--- config.mk ---
export PLATFORM = sky130hd
export DESIGN_NAME = inst_fetch_responder
export DESIGN_NICKNAME = d
export VERILOG_FILES = /design/src/rtl/cpu_defs_pkg.sv /design/src/rtl/icache_array.sv /design/src/rtl/inst_fetch_responder.sv
export SDC_FILE = /design/constraint.sdc
export NUM_CORES = 1
export LEC_CHECK = 0
export CAP_MARGIN = 25
export CORE_MARGIN = 3
export CORE_UTILIZATION = 63
export CTS_CLUSTER_SIZE = 14
export DETAILED_ROUTE_END_ITERATION = 8
export DONT_BUFFER_PORTS = 1
export PLACE_DENSITY = 0.81
export SLEW_MARGIN = 20
export SYNTH_ARGS = -nofsm -noshare
export SYNTH_HDL_FRONTEND = slang
export SYNTH_SLANG_ARGS = --single-unit
export TNS_END_PERCENT = 5
--- constraint.sdc ---
create_clock -name clk_in -period 3.15 [get_ports clk_in]
set_input_delay 0.4725 -clock clk_in [delete_from_list [all_inputs] [get_ports clk_in]]
set_output_delay 0.4725 -clock clk_in [all_outputs]
set_load 0.03 [all_outputs]
--- src/rtl/cpu_defs_pkg.sv ---
// Shared fetch-stage definitions: fetch FSM state encoding and datapath widths.
package cpu_defs_pkg;

  localparam int XLEN       = 32;
  localparam int INST_WIDTH = 32;
  localparam int KCNT_W     = 3;

  typedef enum logic [1:0] {
    IDLE = 2'd0,
    READ = 2'd1,
    DONE = 2'd2
  } fetch_state_e;

endpackage

--- src/rtl/icache_array.sv ---
// Direct-mapped instruction cache storage with combinational lookup and synchronous fill.
// Compiled only when ICACHE_EN is defined.
`ifdef ICACHE_EN
module icache_array
  import cpu_defs_pkg::*;
#(
  parameter int LINES = 16
) (
  input  logic                  clk_in,
  input  logic                  rst_in,
  input  logic [XLEN-3:0]       rd_waddr,
  output logic                  rd_hit,
  output logic [INST_WIDTH-1:0] rd_data,
  input  logic                  wr_en,
  input  logic [XLEN-3:0]       wr_waddr,
  input  logic [INST_WIDTH-1:0] wr_data
);

  localparam int IDX_W = $clog2(LINES);
  localparam int TAG_W = XLEN - 2 - IDX_W;

  logic [LINES-1:0]      valid_q;
  logic [LINES-1:0]      valid_d;
  logic [TAG_W-1:0]      tag_q  [LINES];
  logic [INST_WIDTH-1:0] data_q [LINES];
  logic [IDX_W-1:0]      rd_idx_s;
  logic [IDX_W-1:0]      wr_idx_s;

  assign rd_idx_s = rd_waddr[IDX_W-1:0];
  assign wr_idx_s = wr_waddr[IDX_W-1:0];

  always_comb begin
    rd_hit  = valid_q[rd_idx_s] && (tag_q[rd_idx_s] == rd_waddr[XLEN-3:IDX_W]);
    rd_data = data_q[rd_idx_s];
  end

  always_comb begin
    valid_d = valid_q;
    if (wr_en) begin
      valid_d[wr_idx_s] = 1'b1;
    end else begin
      valid_d = valid_q;
    end
  end

  always_ff @(posedge clk_in or posedge rst_in) begin
    if (rst_in) begin
      valid_q <= '0;
    end else begin
      valid_q <= valid_d;
    end
  end

  // Tag and data carry no reset; the valid bits gate every use of them.
  always_ff @(posedge clk_in) begin
    if (wr_en) begin
      tag_q[wr_idx_s]  <= wr_waddr[XLEN-3:IDX_W];
      data_q[wr_idx_s] <= wr_data;
    end
  end

endmodule
`endif

--- src/rtl/inst_fetch_responder.sv ---
// Fetch responder: assembles a 32-bit instruction from four byte reads with restart on any gap.
// Optional direct-mapped instruction cache enabled by defining ICACHE_EN.
module inst_fetch_responder
  import cpu_defs_pkg::*;
#(
  parameter int ICACHE_LINES = 16
) (
  input  logic                  clk_in,
  input  logic                  rst_in,
  input  logic                  rdy_in,
  input  logic                  flush,
  input  logic                  req_valid,
  input  logic [XLEN-1:0]       req_addr,
  output logic                  req_ready,
  output logic                  inst_valid,
  output logic [INST_WIDTH-1:0] inst_out,
  input  logic                  inst_accept,
  output logic                  mem_req,
  input  logic                  mem_grant,
  output logic [XLEN-1:0]       mem_a,
  input  logic [7:0]            mem_din
);

  fetch_state_e          state_q, state_d;
  logic [KCNT_W-1:0]     k_q, k_d;
  logic [XLEN-1:0]       base_q, base_d;
  logic [INST_WIDTH-1:0] inst_out_q, inst_out_d;
  logic [KCNT_W-1:0]     k_sat_s;
  logic                  hit_s;
  logic [INST_WIDTH-1:0] cache_data_s;
  logic                  cache_we_s;
  logic                  unused_s;

`ifdef ICACHE_EN
  icache_array #(
    .LINES (ICACHE_LINES)
  ) u_icache (
    .clk_in   (clk_in),
    .rst_in   (rst_in),
    .rd_waddr (req_addr[XLEN-1:2]),
    .rd_hit   (hit_s),
    .rd_data  (cache_data_s),
    .wr_en    (cache_we_s),
    .wr_waddr (base_q[XLEN-1:2]),
    .wr_data  (inst_out_d)
  );
  assign unused_s = ^req_addr[1:0];
`else
  assign hit_s        = 1'b0;
  assign cache_data_s = '0;
  assign unused_s     = ^{req_addr[1:0], cache_we_s, (ICACHE_LINES != 0)};
`endif

  always_comb begin
    state_d    = state_q;
    k_d        = k_q;
    base_d     = base_q;
    inst_out_d = inst_out_q;
    cache_we_s = 1'b0;
    if (rdy_in && flush) begin
      state_d = IDLE;
      k_d     = '0;
    end else if (rdy_in) begin
      case (state_q)
        IDLE: begin
          if (req_valid) begin
            base_d = {req_addr[XLEN-1:2], 2'b00};
            k_d    = '0;
            if (hit_s) begin
              inst_out_d = cache_data_s;
              state_d    = DONE;
            end else begin
              state_d = READ;
            end
          end else begin
            state_d = IDLE;
          end
        end
        READ: begin
          // mem_din answers last cycle's address, so byte k-1 lands while k is issued.
          if (mem_grant) begin
            case (k_q)
              3'd1:    inst_out_d[7:0]   = mem_din;
              3'd2:    inst_out_d[15:8]  = mem_din;
              3'd3:    inst_out_d[23:16] = mem_din;
              3'd4:    inst_out_d[31:24] = mem_din;
              default: inst_out_d        = inst_out_q;
            endcase
            if (k_q == 3'd4) begin
              k_d        = '0;
              state_d    = DONE;
              cache_we_s = 1'b1;
            end else begin
              k_d = k_q + 3'd1;
            end
          end else begin
            k_d = '0;
          end
        end
        DONE: begin
          if (inst_accept) begin
            state_d = IDLE;
          end else begin
            state_d = DONE;
          end
        end
        default: begin
          state_d = IDLE;
          k_d     = '0;
        end
      endcase
    end else if (state_q == READ) begin
      k_d = '0;
    end else begin
      k_d = k_q;
    end
  end

  always_comb begin
    if (k_q == 3'd4) begin
      k_sat_s = 3'd3;
    end else begin
      k_sat_s = k_q;
    end
    mem_req    = (state_q == READ);
    inst_valid = (state_q == DONE);
    req_ready  = (state_q == IDLE) && rdy_in && !rst_in;
    if (mem_req) begin
      mem_a = base_q + {{(XLEN-KCNT_W){1'b0}}, k_sat_s};
    end else begin
      mem_a = '0;
    end
  end

  always_ff @(posedge clk_in or posedge rst_in) begin
    if (rst_in) begin
      state_q    <= IDLE;
      k_q        <= '0;
      base_q     <= '0;
      inst_out_q <= '0;
    end else begin
      state_q    <= state_d;
      k_q        <= k_d;
      base_q     <= base_d;
      inst_out_q <= inst_out_d;
    end
  end

  assign inst_out = inst_out_q;

endmodule
==> impl_metrics.py <==
metrics = {
    "worst_hold_path": {
        "hp-class": "primary input to flop",
        "min_from": "rdy_in",
        "holdPathStages": 1,
        "min_to": "state_q[0]",
    },
    "synthesis": {
        "avgSynthCellArea_um2": 11.57,
        "synth_edf_count": 0,
        "seq_area_frac_synth_pct": 47.07,
        "synth_cell_types": 48,
        "synthCells": 308,
        "ys_ff_latch": 67,
        "synthFlopType": "dfrtp_1",
        "async_flop_share_pct": 100.0,
        "yosysWarnings": 0,
        "syn_area_um2": 3562,
        "syn_nets": 363,
    },
    "floorplanning": {
        "die_area_um2": 6593,
        "rows": 26,
        "core-area_um2": 5270,
        "fp.dieW_um": 81.20,
        "start_util_pct": 67.59,
        "dieHeight_um": 81.20,
        "io_pins": 114,
    },
    "worst_setup_path": {
        "arrival_ps": 2550,
        "reg2reg_from": "state_q[1]",
        "r2r_slack_ps": 1000,
        "crit_start": "k_q[0]",
        "end_kind": "output port",
        "r2r_cells": 4,
        "critPathRequiredTime_ps": 2680,
        "start_kind": "flop",
        "critPathKind": "flop to output port",
        "reg2reg_to": "inst_out[5]",
        "path_max_fanout": 5,
    },
    "power_and_ir_drop": {
        "clkPwrFrac_pct": 29.9,
        "p_sw_share_pct": 35.93,
        "power_density_nw_per_um2": 616.4,
        "power_frac_comb_pct": 22.9,
        "p_int_mw": 1.598,
        "seq_power_share_pct": 47.2,
        "vdd_ir_drop_max_mv": 0.4460,
        "p_leak_nw": 1.813,
        "switching_power_uw": 896.2,
    },
    "clock_tree": {
        "clkTransAtPathRegs_ps": 80,
        "htree_num_levels": 3,
        "cts_buffers": 9,
        "cts_root_buf": "clkbuf_8",
        "clk_path_buf_depth": 2,
        "cts_tree": "yes",
        "clock_sinks": 67,
        "clk_latency_ps": 350,
    },
    "timing": {
        "period_share_pct": 95.82,
        "setup_ws_ps": 131.6,
        "finClkSkew_ps": 9.232,
        "max_clock_freq_mhz": 331.3,
        "rsz0062_at_grt": "no",
        "maxSlewHeadroom_pct": 53.99,
        "hold_viol_final": 0,
        "setup_viol": 0,
        "tightest_slew_ps": 684.9,
        "fin_setup_tns_ps": 0,
        "layout_min_cycle_time_ps": 3018,
        "finalMaxSlewViolations": 0,
    },
    "finish": {
        "final_design_area_no_fill_um2": 4046,
        "layout_common_cells": "dfrtp_1 (67), mux2_2 (62), buf_4 (23), nand2_1 (19), nor2_1 (16)",
        "area_growth_pct": 13.59,
        "final_common_cell": "dfrtp_1",
        "utilization_pct": 76.78,
        "antenna_cells": 0,
        "final_nets": 387,
        "drive_gt1_share_pct": 36.80,
    },
    "grt": {
        "grt_pass1_wl_um": 12620,
        "grtUsageTotal_pct": 25.68,
        "antenna_found_initial": 0,
        "grt_max_degree": 47,
        "overflow": 0,
        "grt_pass1_vias": 2527,
    },
    "placed_design": {
        "place_congestion": 0.8315,
        "dpl.hpwl_um": 5740,
        "place_area_um2": 3701,
        "dp_slack_ps": 239.0,
        "port_buffers": 0,
    },
    "run": {
        "maxCapViolCount": 0,
    },
    "route": {
        "drcViolationCount": 0,
        "antenna_left": 0,
        "dr.first_iter.drc_count": 162,
        "wl_per_cell_um": 19.68,
        "drt_first_pass_iters": 4,
        "vias_per_cell": 6.229,
        "num_vias": 2535,
        "routed_wl_um": 8008,
    },
    "run_status": {
        "outcome": "completed",
    },
}
## Yosys cell counts (all sizes together), types with 2 or more instances
cell type | n | area (um2)
dfrtp | 67 | 1677
mux2 | 62 | 698.2
nand2 | 20 | 82.58
nor2 | 17 | 63.81
a21oi | 15 | 75.07
buf | 13 | 95.09
nand4 | 10 | 77.57
o31ai | 10 | 75.07
or4 | 10 | 75.07
and2 | 8 | 52.55
ha | 8 | 100.1
nand3 | 8 | 40.04
xor2 | 7 | 61.31
and4 | 6 | 55.05
inv | 6 | 22.52
o21ai | 6 | 30.03
and3 | 5 | 31.28
xnor2 | 4 | 35.03
a41o | 2 | 20.02
mux2i | 2 | 20.02
nand2b | 2 | 15.02
nor3 | 2 | 15.01
nor4 | 2 | 27.53
nor4b | 2 | 17.52
## logic make-up (layout without fill, tap and decap cells)
logic type / after synthesis / in the layout / synth area share (%)
and+or+nand+nor: 96 / 96 / 16.40
xor gates and xnor gates: 11 / 11 / 2.705
adders and majority gates: 8 / 8 / 2.810
muxes: 64 / 64 / 20.16
buffers and inverters: 21 / 50 / 3.512
DFF: 67 / 67 / 47.07
AOI/OAI and AO/OA: 41 / 41 / 7.342
## cell type report
cell class                 instances  area, um2
sequential                        67       1677
tap                               70      87.58
fill                             368       1224
inverter                           7      26.28
timing repair buffer              27      225.2
clock inverter                     7      81.33
clock buffer                       9      123.9
multi-input combinational        220       1826
## state kept, by name (all words and copies together) (netlist names)
register	count
base_q	30
inst_out	32
k_q	3
state_q	2
## stage by stage
stage / hold WS (ps) / instances / power [mW]
after floorplan: 486.2 / 308 / 1.591
after global placement: 494.0 / 384 / 1.713
final: 206.2 / 407 / 2.494
after global routing: 195.9 / 407 / 2.616
after detailed placement: 508.7 / 384 / 1.739
after CTS: 189.1 / 403 / 2.491
## layer usage
metal / part of all wire (%) / vias up / track usage (%)
met1: 36 / 1229 / 29.41
li1: - / 1183 / -
met4: 1.8 / 0 / 9.797
met3: 11 / 15 / 9.313
met5: 0 / - / 0
met2: 51 / 108 / 43.84
## what timing repair did
| action | 4_1_cts | 5_1_grt |
|---|---|---|
| hold buffers | 0 | 1 |
| endpoints found under the hold margin | 0 | 9 |
| endpoints found under the setup margin | 5 | 10 |
| gates resized for setup | 11 | 6 |
| gates cloned | 0 | 0 |
| buffers inserted | 3 | 2 |
| pin swaps | 5 | 3 |
## worst max path at each step
stage | to | slack (ps)
floorplan | mem_a[26] | 160
global route | mem_a[26] | 20
finish | mem_a[26] | 130
global placement | mem_a[26] | 290
CTS | mem_a[26] | 20
detailed placement | mem_a[26] | 240
## power by group through the flow
stage               clock (mW)  combinational, mW  sequential, mW
finish                   0.745              0.570            1.18
global route             0.792              0.620            1.20
CTS                      0.756              0.562            1.17
detailed placement           0              0.550            1.19
global placement             0              0.534            1.18
floorplan                    0              0.447            1.14
## worst max-delay path: stages, from the launching register on
cell and delay, ps:
dfrtp_1 370, inv_2 70, ha_4 170, nor2_4 120, ha_4 150, ha_4 130
nand3_1 90, or2_4 270, or4_4 530, a21oi_4 160, buf_6 140
Note: power is estimated with default switching activity, not from simulation.
